File: config.mk
export PLATFORM = sky130hd
export DESIGN_NAME = sme_job_driver
export DESIGN_NICKNAME = d
export VERILOG_FILES = /design/src/rtl/sme_job_driver.sv
export SDC_FILE = /design/constraint.sdc
export NUM_CORES = 1
export LEC_CHECK = 0
export CAP_MARGIN = 20
export CELL_PAD_IN_SITES_DETAIL_PLACEMENT = 2
export CELL_PAD_IN_SITES_GLOBAL_PLACEMENT = 2
export CORE_ASPECT_RATIO = 1.2
export CORE_MARGIN = 1.5
export CORE_UTILIZATION = 45
export CTS_CLUSTER_DIAMETER = 40
export DETAILED_ROUTE_END_ITERATION = 6
export GPL_TIMING_DRIVEN = 0
export PLACE_DENSITY = 0.82
export REMOVE_ABC_BUFFERS = 1
export SETUP_SLACK_MARGIN = 0.05
export SYNTH_ARGS = -nofsm -noshare
export SYNTH_HDL_FRONTEND = slang
export SYNTH_SLANG_ARGS = --single-unit
export TNS_END_PERCENT = 50
File: constraint.sdc
create_clock -name clk -period 7.1 [get_ports clk]
set_input_delay 1.42 -clock clk [delete_from_list [all_inputs] [get_ports clk]]
set_output_delay 1.42 -clock clk [all_outputs]
set_load 0.01 [all_outputs]
File: src/rtl/sme_job_driver.sv
// -----------------------------------------------------------------------------
// sme_job_driver
//   Host-side initiator for the string matching engine. The host appends
//   characters to a string buffer and a pattern buffer while the driver is
//   idle, then issues start. The driver streams the string and the pattern to
//   the engine back to back, waits for the engine's valid strobe (bounded by
//   a timeout), captures the result and pulses done for one cycle.
//
// Ports
//   clk, reset              clock; asynchronous active-high reset
//   wr_en, wr_sel, wr_data  host append (sel 0: string, 1: pattern), IDLE only
//   wr_err                  one-cycle pulse when a write was dropped
//   start                   launch a job, sampled only in IDLE
//   busy                    high in every state except IDLE
//   done, err, timeout      job-end pulse with its error/timeout qualifiers
//   result_match/_index     captured engine result, held until next start
//   chardata, isstring,     registered character stream to the engine
//   ispattern
//   valid, match,           engine result strobe and qualified result
//   match_index
// -----------------------------------------------------------------------------
module sme_job_driver #(
  parameter int BYTE           = 8,
  parameter int STR_LENGTH     = 32,
  parameter int PATTERN_LENGTH = 8,
  parameter int TIMEOUT_CYCLES = 1024
) (
  input  logic            clk,
  input  logic            reset,
  input  logic            wr_en,
  input  logic            wr_sel,
  input  logic [BYTE-1:0] wr_data,
  output logic            wr_err,
  input  logic            start,
  output logic            busy,
  output logic            done,
  output logic            err,
  output logic            timeout,
  output logic            result_match,
  output logic [4:0]      result_index,
  output logic [BYTE-1:0] chardata,
  output logic            isstring,
  output logic            ispattern,
  input  logic            valid,
  input  logic            match,
  input  logic [4:0]      match_index
);

  // state    | meaning
  // ---------+--------------------------------------------------------------
  // S_IDLE   | accept host writes, wait for start
  // S_SEND_STR| string characters on the engine port (isstring high)
  // S_SEND_PAT| pattern characters on the engine port (ispattern high)
  // S_WAIT_RES| strobes low, engine matching; count towards timeout
  // S_DONE   | one-cycle done pulse, buffers emptied

  localparam int SLW = $clog2(STR_LENGTH + 1);
  localparam int PLW = $clog2(PATTERN_LENGTH + 1);
  localparam int SAW = $clog2(STR_LENGTH);
  localparam int PAW = $clog2(PATTERN_LENGTH);
  localparam int IW  = (SLW > PLW) ? SLW : PLW;
  localparam int CW  = $clog2(TIMEOUT_CYCLES);

  localparam logic [SLW-1:0] STR_FULL = SLW'(STR_LENGTH);
  localparam logic [PLW-1:0] PAT_FULL = PLW'(PATTERN_LENGTH);
  localparam logic [CW-1:0]  CNT_LAST = CW'(TIMEOUT_CYCLES - 1);

  typedef enum logic [2:0] {
    S_IDLE,
    S_SEND_STR,
    S_SEND_PAT,
    S_WAIT_RES,
    S_DONE
  } state_t;

  state_t          state_q, state_d;
  logic [SLW-1:0]  str_len_q, str_len_d;
  logic [PLW-1:0]  pat_len_q, pat_len_d;
  logic [IW-1:0]   idx_q, idx_d;
  logic [CW-1:0]   cnt_q, cnt_d;
  logic [BYTE-1:0] chardata_q, chardata_d;
  logic            isstring_q, isstring_d;
  logic            ispattern_q, ispattern_d;
  logic            done_q, done_d;
  logic            err_q, err_d;
  logic            timeout_q, timeout_d;
  logic            wr_err_q, wr_err_d;
  logic            res_match_q, res_match_d;
  logic [4:0]      res_index_q, res_index_d;

  logic [BYTE-1:0] str_buf_q [STR_LENGTH];
  logic [BYTE-1:0] pat_buf_q [PATTERN_LENGTH];

  logic            str_wr;
  logic            pat_wr;
  logic [IW-1:0]   str_len_ext;
  logic [IW-1:0]   pat_len_ext;

  // A write lands only in IDLE and only while its buffer has room.
  assign str_wr = wr_en && (state_q == S_IDLE) && !wr_sel && (str_len_q < STR_FULL);
  assign pat_wr = wr_en && (state_q == S_IDLE) &&  wr_sel && (pat_len_q < PAT_FULL);

  assign str_len_ext = IW'(str_len_q);
  assign pat_len_ext = IW'(pat_len_q);

  always_ff @(posedge clk) begin
    if (str_wr) str_buf_q[str_len_q[SAW-1:0]] <= wr_data;
    if (pat_wr) pat_buf_q[pat_len_q[PAW-1:0]] <= wr_data;
  end

  always_ff @(posedge clk or posedge reset) begin
    if (reset) state_q <= S_IDLE;
    else       state_q <= state_d;
  end

  // The engine-port registers are loaded with the value for the *next* cycle,
  // so the first string character appears the cycle after start is sampled
  // and the string/pattern hand-over has no idle gap.
  always_comb begin
    state_d     = state_q;
    str_len_d   = str_len_q;
    pat_len_d   = pat_len_q;
    idx_d       = idx_q;
    cnt_d       = cnt_q;
    chardata_d  = '0;
    isstring_d  = 1'b0;
    ispattern_d = 1'b0;
    done_d      = 1'b0;
    err_d       = 1'b0;
    timeout_d   = 1'b0;
    wr_err_d    = wr_en && !(str_wr || pat_wr);
    res_match_d = res_match_q;
    res_index_d = res_index_q;

    case (state_q)
      S_IDLE: begin
        if (str_wr) str_len_d = str_len_q + SLW'(1);
        if (pat_wr) pat_len_d = pat_len_q + PLW'(1);
        // start looks at the lengths before any same-cycle write
        if (start) begin
          res_match_d = 1'b0;
          res_index_d = '0;
          if ((str_len_q != '0) && (pat_len_q != '0)) begin
            state_d    = S_SEND_STR;
            chardata_d = str_buf_q[0];
            isstring_d = 1'b1;
            idx_d      = IW'(1);
          end else begin
            state_d = S_DONE;
            done_d  = 1'b1;
            err_d   = 1'b1;
          end
        end
      end

      S_SEND_STR: begin
        if (idx_q == str_len_ext) begin
          state_d     = S_SEND_PAT;
          chardata_d  = pat_buf_q[0];
          ispattern_d = 1'b1;
          idx_d       = IW'(1);
        end else begin
          chardata_d = str_buf_q[idx_q[SAW-1:0]];
          isstring_d = 1'b1;
          idx_d      = idx_q + IW'(1);
        end
      end

      S_SEND_PAT: begin
        if (idx_q == pat_len_ext) begin
          state_d = S_WAIT_RES;
          cnt_d   = '0;
        end else begin
          chardata_d  = pat_buf_q[idx_q[PAW-1:0]];
          ispattern_d = 1'b1;
          idx_d       = idx_q + IW'(1);
        end
      end

      S_WAIT_RES: begin
        if (valid) begin
          state_d     = S_DONE;
          done_d      = 1'b1;
          res_match_d = match;
          res_index_d = match_index;
        end else if (cnt_q == CNT_LAST) begin
          state_d     = S_DONE;
          done_d      = 1'b1;
          timeout_d   = 1'b1;
          res_match_d = 1'b0;
          res_index_d = '0;
        end else begin
          cnt_d = cnt_q + CW'(1);
        end
      end

      S_DONE: begin
        str_len_d = '0;
        pat_len_d = '0;
        state_d   = S_IDLE;
      end

      default: state_d = S_IDLE;
    endcase
  end

  always_ff @(posedge clk or posedge reset) begin
    if (reset) begin
      str_len_q   <= '0;
      pat_len_q   <= '0;
      idx_q       <= '0;
      cnt_q       <= '0;
      chardata_q  <= '0;
      isstring_q  <= 1'b0;
      ispattern_q <= 1'b0;
      done_q      <= 1'b0;
      err_q       <= 1'b0;
      timeout_q   <= 1'b0;
      wr_err_q    <= 1'b0;
      res_match_q <= 1'b0;
      res_index_q <= '0;
    end else begin
      str_len_q   <= str_len_d;
      pat_len_q   <= pat_len_d;
      idx_q       <= idx_d;
      cnt_q       <= cnt_d;
      chardata_q  <= chardata_d;
      isstring_q  <= isstring_d;
      ispattern_q <= ispattern_d;
      done_q      <= done_d;
      err_q       <= err_d;
      timeout_q   <= timeout_d;
      wr_err_q    <= wr_err_d;
      res_match_q <= res_match_d;
      res_index_q <= res_index_d;
    end
  end

  assign busy         = (state_q != S_IDLE);
  assign done         = done_q;
  assign err          = err_q;
  assign timeout      = timeout_q;
  assign wr_err       = wr_err_q;
  assign result_match = res_match_q;
  assign result_index = res_index_q;
  assign chardata     = chardata_q;
  assign isstring     = isstring_q;
  assign ispattern    = ispattern_q;

endmodule
==> metrics.md, run 1 <==
| Metric | Value |
|---|---|
| Overflow after GRT | 0 |
| Setup TNS | 0 ns |
| Clock buffer depth | 3 |
| Detail Route Antenna Nets | 0 |
| Cells after Synth | about 880 |
| Mapped Area | 15200 µm² |
| Lkg Pwr | between 0.006 and 0.007 µW |
| TritonCTS buffer count | 46 |
| Total Routed Length | 45400 µm |
| CTS root buf | clkbuf_16 |
| PortBufs | 40 |
| Via count | around 8.6k |
| H-tree levels | 2 |
| Slowest-stage cell, CP | nor3_1 |
| CP Launch Type | flip-flop |
| Max Freq | ~270 MHz |
| Share of cells above drive strength 1 | 0.176 |
| FF+latch count, synth | around 370 |
| Core Rows | 73 |
| Worst VDD drop | about 180 µV |
| GR Util All Layers | 0.271 |
| Worst min path class | reg -> reg |
| Worst Path Required | 5.68 ns |
| Worst-path clk slew | roughly 0.050 ns |
| Outcome | finished clean |
| # IOs | about 40 |
| CTS Sinks | ~370 |
| Worst-Margin Slew | about 1.1 ns |
| Minimum clock period | 3.77 ns |
| Filler instances | between 2k and 3k |
| Non-Filler Instances | roughly 1.4k |
| RSZ-0062 raised after global routing | no |
| CP Class | reg -> out |
| Nets@finish | between 900 and 1k |
| Core outline area | ~33000 µm² |
| Placer Congestion | 0.738 |
| Rel. slew slack | 0.286 |
| Synthesis-to-finish area growth | 16.3% |
| DIE HEIGHT | between 200 and 250 µm |
| Fraction of registers with async set/reset | 0.133 |
| Vias per inst | between 6 and 7 |
| Most common cell in the netlist | edfxtp_1 |
| Commonest cells post-synth | edfxtp_1, nor2_1, mux4_2 |
| Ranking of synthesized cells by area | edfxtp_1, mux4_2, dfrtp_1 |
| CTS tree | yes |
| 1st-iter DRT viols | 738 |
| Synthesis warning total | 0 |
| Synth area leader | edfxtp_1 |
| Skew-Pair Late Insertion Delay | about 0.57 ns |
| Final HPWL DP | around 28000 µm |
| Top FF cell, synth | edfxtp_1 |
| Worst path top cell family by delay | simple AND/OR/NAND/NOR gates |
| Fin crit share | 0.531 |
| Max-slew violations | 0 |
| DRC | 0 |
| Distinct cells, synth | a little under 70 |
| Cts hold-fix bufs | 0 |
| Clk_skew | 0.0305 ns |
| CP Capture Type | primary output |
| Initial antenna violation count | 0 |
| Number of synthesized flops with an enable pin | between 300 and 400 |
| Pwr dens | 372 nW/µm² |
| Crit path DAT | between 2 and 2.5 ns |
| CP Cell Sequence | nor3_1 > inv_1 > clkdlybuf4s50_1 |
| Routed wire per std cell | roughly 32 µm |
| Placed cell count | roughly 1.3k |
| Drt first pass iters | 5 |
| Antenna Cells | 0 |
| Die area | approximately 35000 µm² |
| Post-CTS setup buffer count | 0 |
| Buf/Inv on CP | 2 |
| Seq/Total Area, Yosys | 0.714 |
| Crit path max fanout | 16 |
| Die width | 171 µm |
| Final core utilization | 0.532 |
| Fin. Hold Viols | 0 |
| Largest net degree at the start of global routing | 57 |
| Vias in the first global route | ~9.6k |
| Setup violators final | 0 |
| Post_cts resized | 0 |
| CP peak stage delay | between 0.6 and 0.7 ns |
| Synth top area share | 0.634 |
| Max_cap viols | 0 |
| First-pass GRT wire length | between 60000 and 70000 µm |
| Mean Syn Cell Area | ~17 µm² |
| Initial core utilization | 0.457 |
## final cells by class
| type | count | area [µm²] | area share |
|---|---|---|---|
| Inverter | 14 | 52.6 | 0.00298 |
| Timing Repair Buffer | 52 | 647 | 0.0367 |
| Clock inverter | 30 | 329 | 0.0187 |
| Clock buffer | 54 | 1210 | 0.0688 |
| Sequential cell | 369 | 10800 | 0.615 |
| Tap cell | 450 | 563 | 0.0319 |
| Multi-Input combinational cell | 446 | 3980 | 0.226 |
## layer usage
| metal | GRT usage | share of wire | vias up |
|---|---|---|---|
| met5 | 0 | 0 | - |
| met2 | 0.483 | 0.53 | 273 |
| met4 | 0.0929 | 0.031 | 0 |
| met1 | 0.340 | 0.40 | 4654 |
| met3 | 0.0368 | 0.041 | 87 |
| li1 | - | - | 3622 |
## where the power goes
group	total, µW	internal [µW]	switching, µW
sequential	2730	2470	257
combinational	1420	614	810
clock	2410	1450	960
## worst paths after layout
check / startpoint / to / slack, ns / depth (start not counted)
setup reg to reg: state_q[0] / str_buf_q[26][0] / 3.71 / 4
hold reg to reg: result_index[3] / result_index[3] / 0.51 / 1
min in group asynchronous: reset / cnt_q[5] / 1.22 / 2
max in group asynchronous: reset / state_q[2] / 5.33 / 3
hold / removal: result_index[3] / result_index[3] / 0.51 / 1
setup / recovery: state_q[0] / busy / 3.33 / 3
## cells in the final DEF, fill, tap and decap left out, types with 7 or more instances in the layout
cell type        netlist  final
a211oi_1              14     14
a21oi_1               21     20
a222oi_1               7      7
a22o_1                 8      8
and3_1                 8      8
buf_16                 0      7
clkbuf_16              0     47
clkdlybuf4s50_1        0     37
clkinv_2               0      7
dfrtp_1               49     46
edfxtp_1             320    320
ha_1                   8      8
inv_1                 14     13
inv_6                  0      7
mux2i_1               49     49
mux4_2                58     58
nand2_1               49     49
nand2b_1               7      7
nand3_1                8      8
nand3b_1               7      7
nand4_1                8      8
nor2_1                60     60
o21ai_0                9      9
o221ai_1               7      7
o31ai_1               11     11
xnor2_1                7      7
xor2_1                 8      8
## sequential cells by signal, indices dropped and copies added, names as in the netlist
register      flops
str_buf_q       256
ispattern         1
str_len_ext       6
result_match      1
pat_len_q         4
done              1
idx_q             6
wr_err            1
pat_buf_q        64
result_index      5
cnt_q            10
state_q           3
timeout           1
isstring          1
chardata          8
err               1
## cell families after synthesis
family          after synthesis  share of synthesized area
simple gates                191                     0.0631
flops                       369                      0.714
xor+xnor                     15                    0.00866
buf+inv                      67                     0.0236
mux                         112                      0.122
compound gates              120                     0.0614
fa+ha+maj                     8                    0.00660
## metrics by stage
step | power [µW] | instance area [µm²] | worst slack, ns | hold slack [ns]
after global placement | 4080 | 15800 | 0.119 | 0.488
after detailed placement | 4150 | 16100 | 3.01 | 0.500
after floorplan | 3550 | 14900 | 2.68 | 0.488
final | 6560 | 17600 | 3.33 | 0.513
after global routing | 6760 | 17600 | 3.24 | 0.517
after CTS | 6600 | 17600 | 3.33 | 0.516
(Power assumes the default switching activity.)
==> run 2: changes to the inputs <==
Clock period 7.1 ns to 3.8 ns, I/O delays scaled along.
==> results of run 2 <==
Same layout as run 1 (identical final DEF). Status: finished clean.
Main changes from that run: setup slack after placement 3.01 ns -> 0.370 ns; clock-pin slew on the worst setup and hold paths 0.05 ns -> 0.06 ns; setup slack after layout 3.33 ns -> 0.405 ns; end point of the critical path busy -> str_buf_q[26][0]; register-to-register setup slack 3.71 ns -> 0.41 ns; total power 6560 µW -> 12300 µW; worst IR drop on VDD 176 µV -> 329 µV
==> run 3: changes to the inputs <==
Settings changed: CORE_UTILIZATION 45 to 42, HOLD_SLACK_MARGIN set to 0.06, PLACE_DENSITY 0.82 to 0.81.
Clock period 3.8 ns to 2.9 ns, I/O delays scaled along.
==> run 3 against run 2 <==
Flip-flop and latch count unchanged. Worst setup slack lost 0.37 ns. Fmax grew 18%. Highest routed layer unchanged.
==> metrics.md, run 3 (synthesis gave the netlist of run 1 again) <==
| Metric | Value |
|---|---|
| Total Routed Length | 45300 µm (about the same) |
| Clock Power Share | 0.373 (+0.006) |
| CP Class | reg -> reg |
| Placer Congestion | 0.714 (-3.2%) |
| Nets@finish | 964 (+0.73%) |
| Skew-Pair Late Insertion Delay | 0.56 ns (about the same) |
| Drt first pass iters | 5 (unchanged) |
| Switching Fraction | 0.309 |
| R2R depth | 7 (+3) |
| Core outline area | 35800 µm² (+7.8%) |
| Overflow after GRT | 0 (unchanged) |
| H-tree levels | 2 (unchanged) |
| TritonCTS buffer count | 47 (+2.2%) |
| Most common cell after layout, fill and taps aside | edfxtp_1 |
| # IOs | 41 (unchanged) |
| Grt met1 use | 0.302 (-0.0383) |
| Outcome | finished clean |
| Via count | 8637 (+0.012%) |
| P_sw | between 5000 and 6000 µW |
| Worst-Margin Slew | 1.14 ns (+0.0755 ns) |
| Fin. Hold Viols | 0 (unchanged) |
| Setup violators final | 0 (unchanged) |
| RSZ-0062 raised after global routing | yes |
| Die area | 37300 µm² (+7.0%) |
| Internal | about 11000 µW |
| Slowest-stage cell, CP | a222oi_1 |
| R2r setup slk | ~0.035 ns |
| 1st-iter DRT viols | 677 (-8.3%) |
| Met3 Track Usage GR | 0.0382 (+0.00136) |
| Worst-path clk slew | approximately 0.07 ns |
| Max reg flops | 256 (unchanged) |
| First-pass GRT wire length | 67200 µm (-0.58%) |
| CP Cell Sequence | inv_1 > ha_1 > nor2b_2 > a221oi_1 > and2_2 > a222oi_1 > o31ai_1 |
| DIE HEIGHT | 211 µm (+3.5%) |
| Comb power frac | 0.233 (+0.016) |
| Vias in the first global route | 9738 (+1.2%) |
| Core Rows | 76 (+4.1%) |
| Largest net degree at the start of global routing | 46 (-19%) |
| Placed cell count | 1352 (+1.6%) |
| Synthesis-to-finish area growth | 19.5% |
| CP Launch Point | str_len_ext[0] |
| Minimum clock period | roughly 2.9 ns |
| Crit path DAT | roughly 3.2 ns |
| Buf/Inv on CP | 1 |
| Routed wire per std cell | 31.5 µm (-1.9%) |
| Most frequent cells in the layout | edfxtp_1, mux4_2, clkbuf_16 |
| Detail Route Antenna Nets | 0 (unchanged) |
| DRC | 0 (unchanged) |
| PortBufs | 40 (unchanged) |
| Busiest grt layer | met2 |
| Reg power frac | 0.394 (-0.022) |
| Clk_skew | 0.0190 ns (-0.0115 ns) |
| Clock buffer depth | 3 (unchanged) |
| Worst Path Required | 3.27 ns |
| RR Startpoint | str_len_ext[0] |
| CP peak stage delay | slightly below 0.8 ns |
| Cts hold-fix bufs | 0 (unchanged) |
| CTS root buf | clkbuf_16 |
| Rel. slew slack | 0.236 (-0.0497) |
| Final HPWL DP | 27800 µm (-0.14%) |
| Max-slew violations | 0 (unchanged) |
| GR Util All Layers | 0.250 (-0.0216) |
| Worst path top cell family by delay | compound AO/OA/AOI/OAI gates |
| Die width | 176 µm (+3.4%) |
| Initial core utilization | 0.424 (-0.0332) |
| Worst VDD drop | about 460 µV |
| CP Launch Type | flip-flop |
| CTS Sinks | 369 (unchanged) |
| Antenna Cells | 0 (unchanged) |
| Final core utilization | 0.507 (-0.0249) |
| Pwr dens | 913 nW/µm² |
| Max_cap viols | 0 (unchanged) |
| Vias per inst | 5.99 (-1.8%) |
| Met2 Use GR | 0.447 (-0.0357) |
| CP Capture Type | flip-flop |
| Worst min path class | in -> async |
| Max Freq | approximately 350 MHz |
| Non-Filler Instances | 1441 (+1.8%) |
| Reg-to-Reg End | chardata[2] |
| Crit path max fanout | 9 (-7) |
| CTS tree | yes |
| Lkg Pwr | 0.00612 µW (+2.0%) |
| Fin crit share | 0.988 |
| Share of cells above drive strength 1 | 0.235 (+0.0592) |
| Initial antenna violation count | 0 (unchanged) |
run 3: metrics by stage:
step / cell area [µm²] / setup TNS [ns] / power (µW) / hold slack [ns] / worst slack, ns
floorplan: 14900 / -38.11 / 8700 / 0.488 / -1.52
global placement: 15800 / -133.73 / 10000 / 0.487 / -4.02
detailed placement: 16200 / -73.84 / 10100 / 0.505 / -0.398
CTS: 18100 / 0 / 16600 / 0.372 / 0.0383
global route: 18100 / 0 / 17100 / 0.394 / 0.0167
finish: 18100 / 0 / 16500 / 0.367 / 0.0350
run 3: power groups by stage:
stage          Sequential, µW  Clock, µW  Combinational [µW]
4_1_cts                  6530       6260                3770
3_3_place_gp             6930          0                3070
5_1_grt                  6560       6440                4080
2_1_floorplan            6700          0                2000
3_5_place_dp             6670          0                3480
6_report                 6520       6170                3850
run 3: routing by layer:
metal  share of wire  routed length (µm)
met5               0                   0
met4           0.036                1650
met3           0.049                2220
met2            0.53               24100
met1            0.38               17400
run 3: repair_timing:
action / CTS / global route
setup buffers: 1 / 1
resized for setup: 62 / 7
setup endpoints to repair: 294 / 37
pin swaps: 2 / 1
gates cloned: 0 / 1
run 3: worst max path at each step:
| stage | end | depth (start not counted) | slack, ns |
|---|---|---|---|
| floorplan | cnt_q[2] | 5 | -1.52 |
| global placement | chardata[5] | 5 | -4.02 |
| detailed placement | str_buf_q[1][2] | 4 | -0.40 |
| CTS | chardata[2] | 5 | 0.04 |
| global route | pat_buf_q[7][6] | 4 | 0.02 |
| finish | chardata[2] | 7 | 0.03 |
run 3: layout make-up:
type	instances	area (µm²)
fill	3141	17600
sequential	369	10800
multi-input combinational	446	4210
clock buffer	55	1260
timing repair buffer	58	781
tap	468	586
clock inverter	31	392
inverter	14	52.6
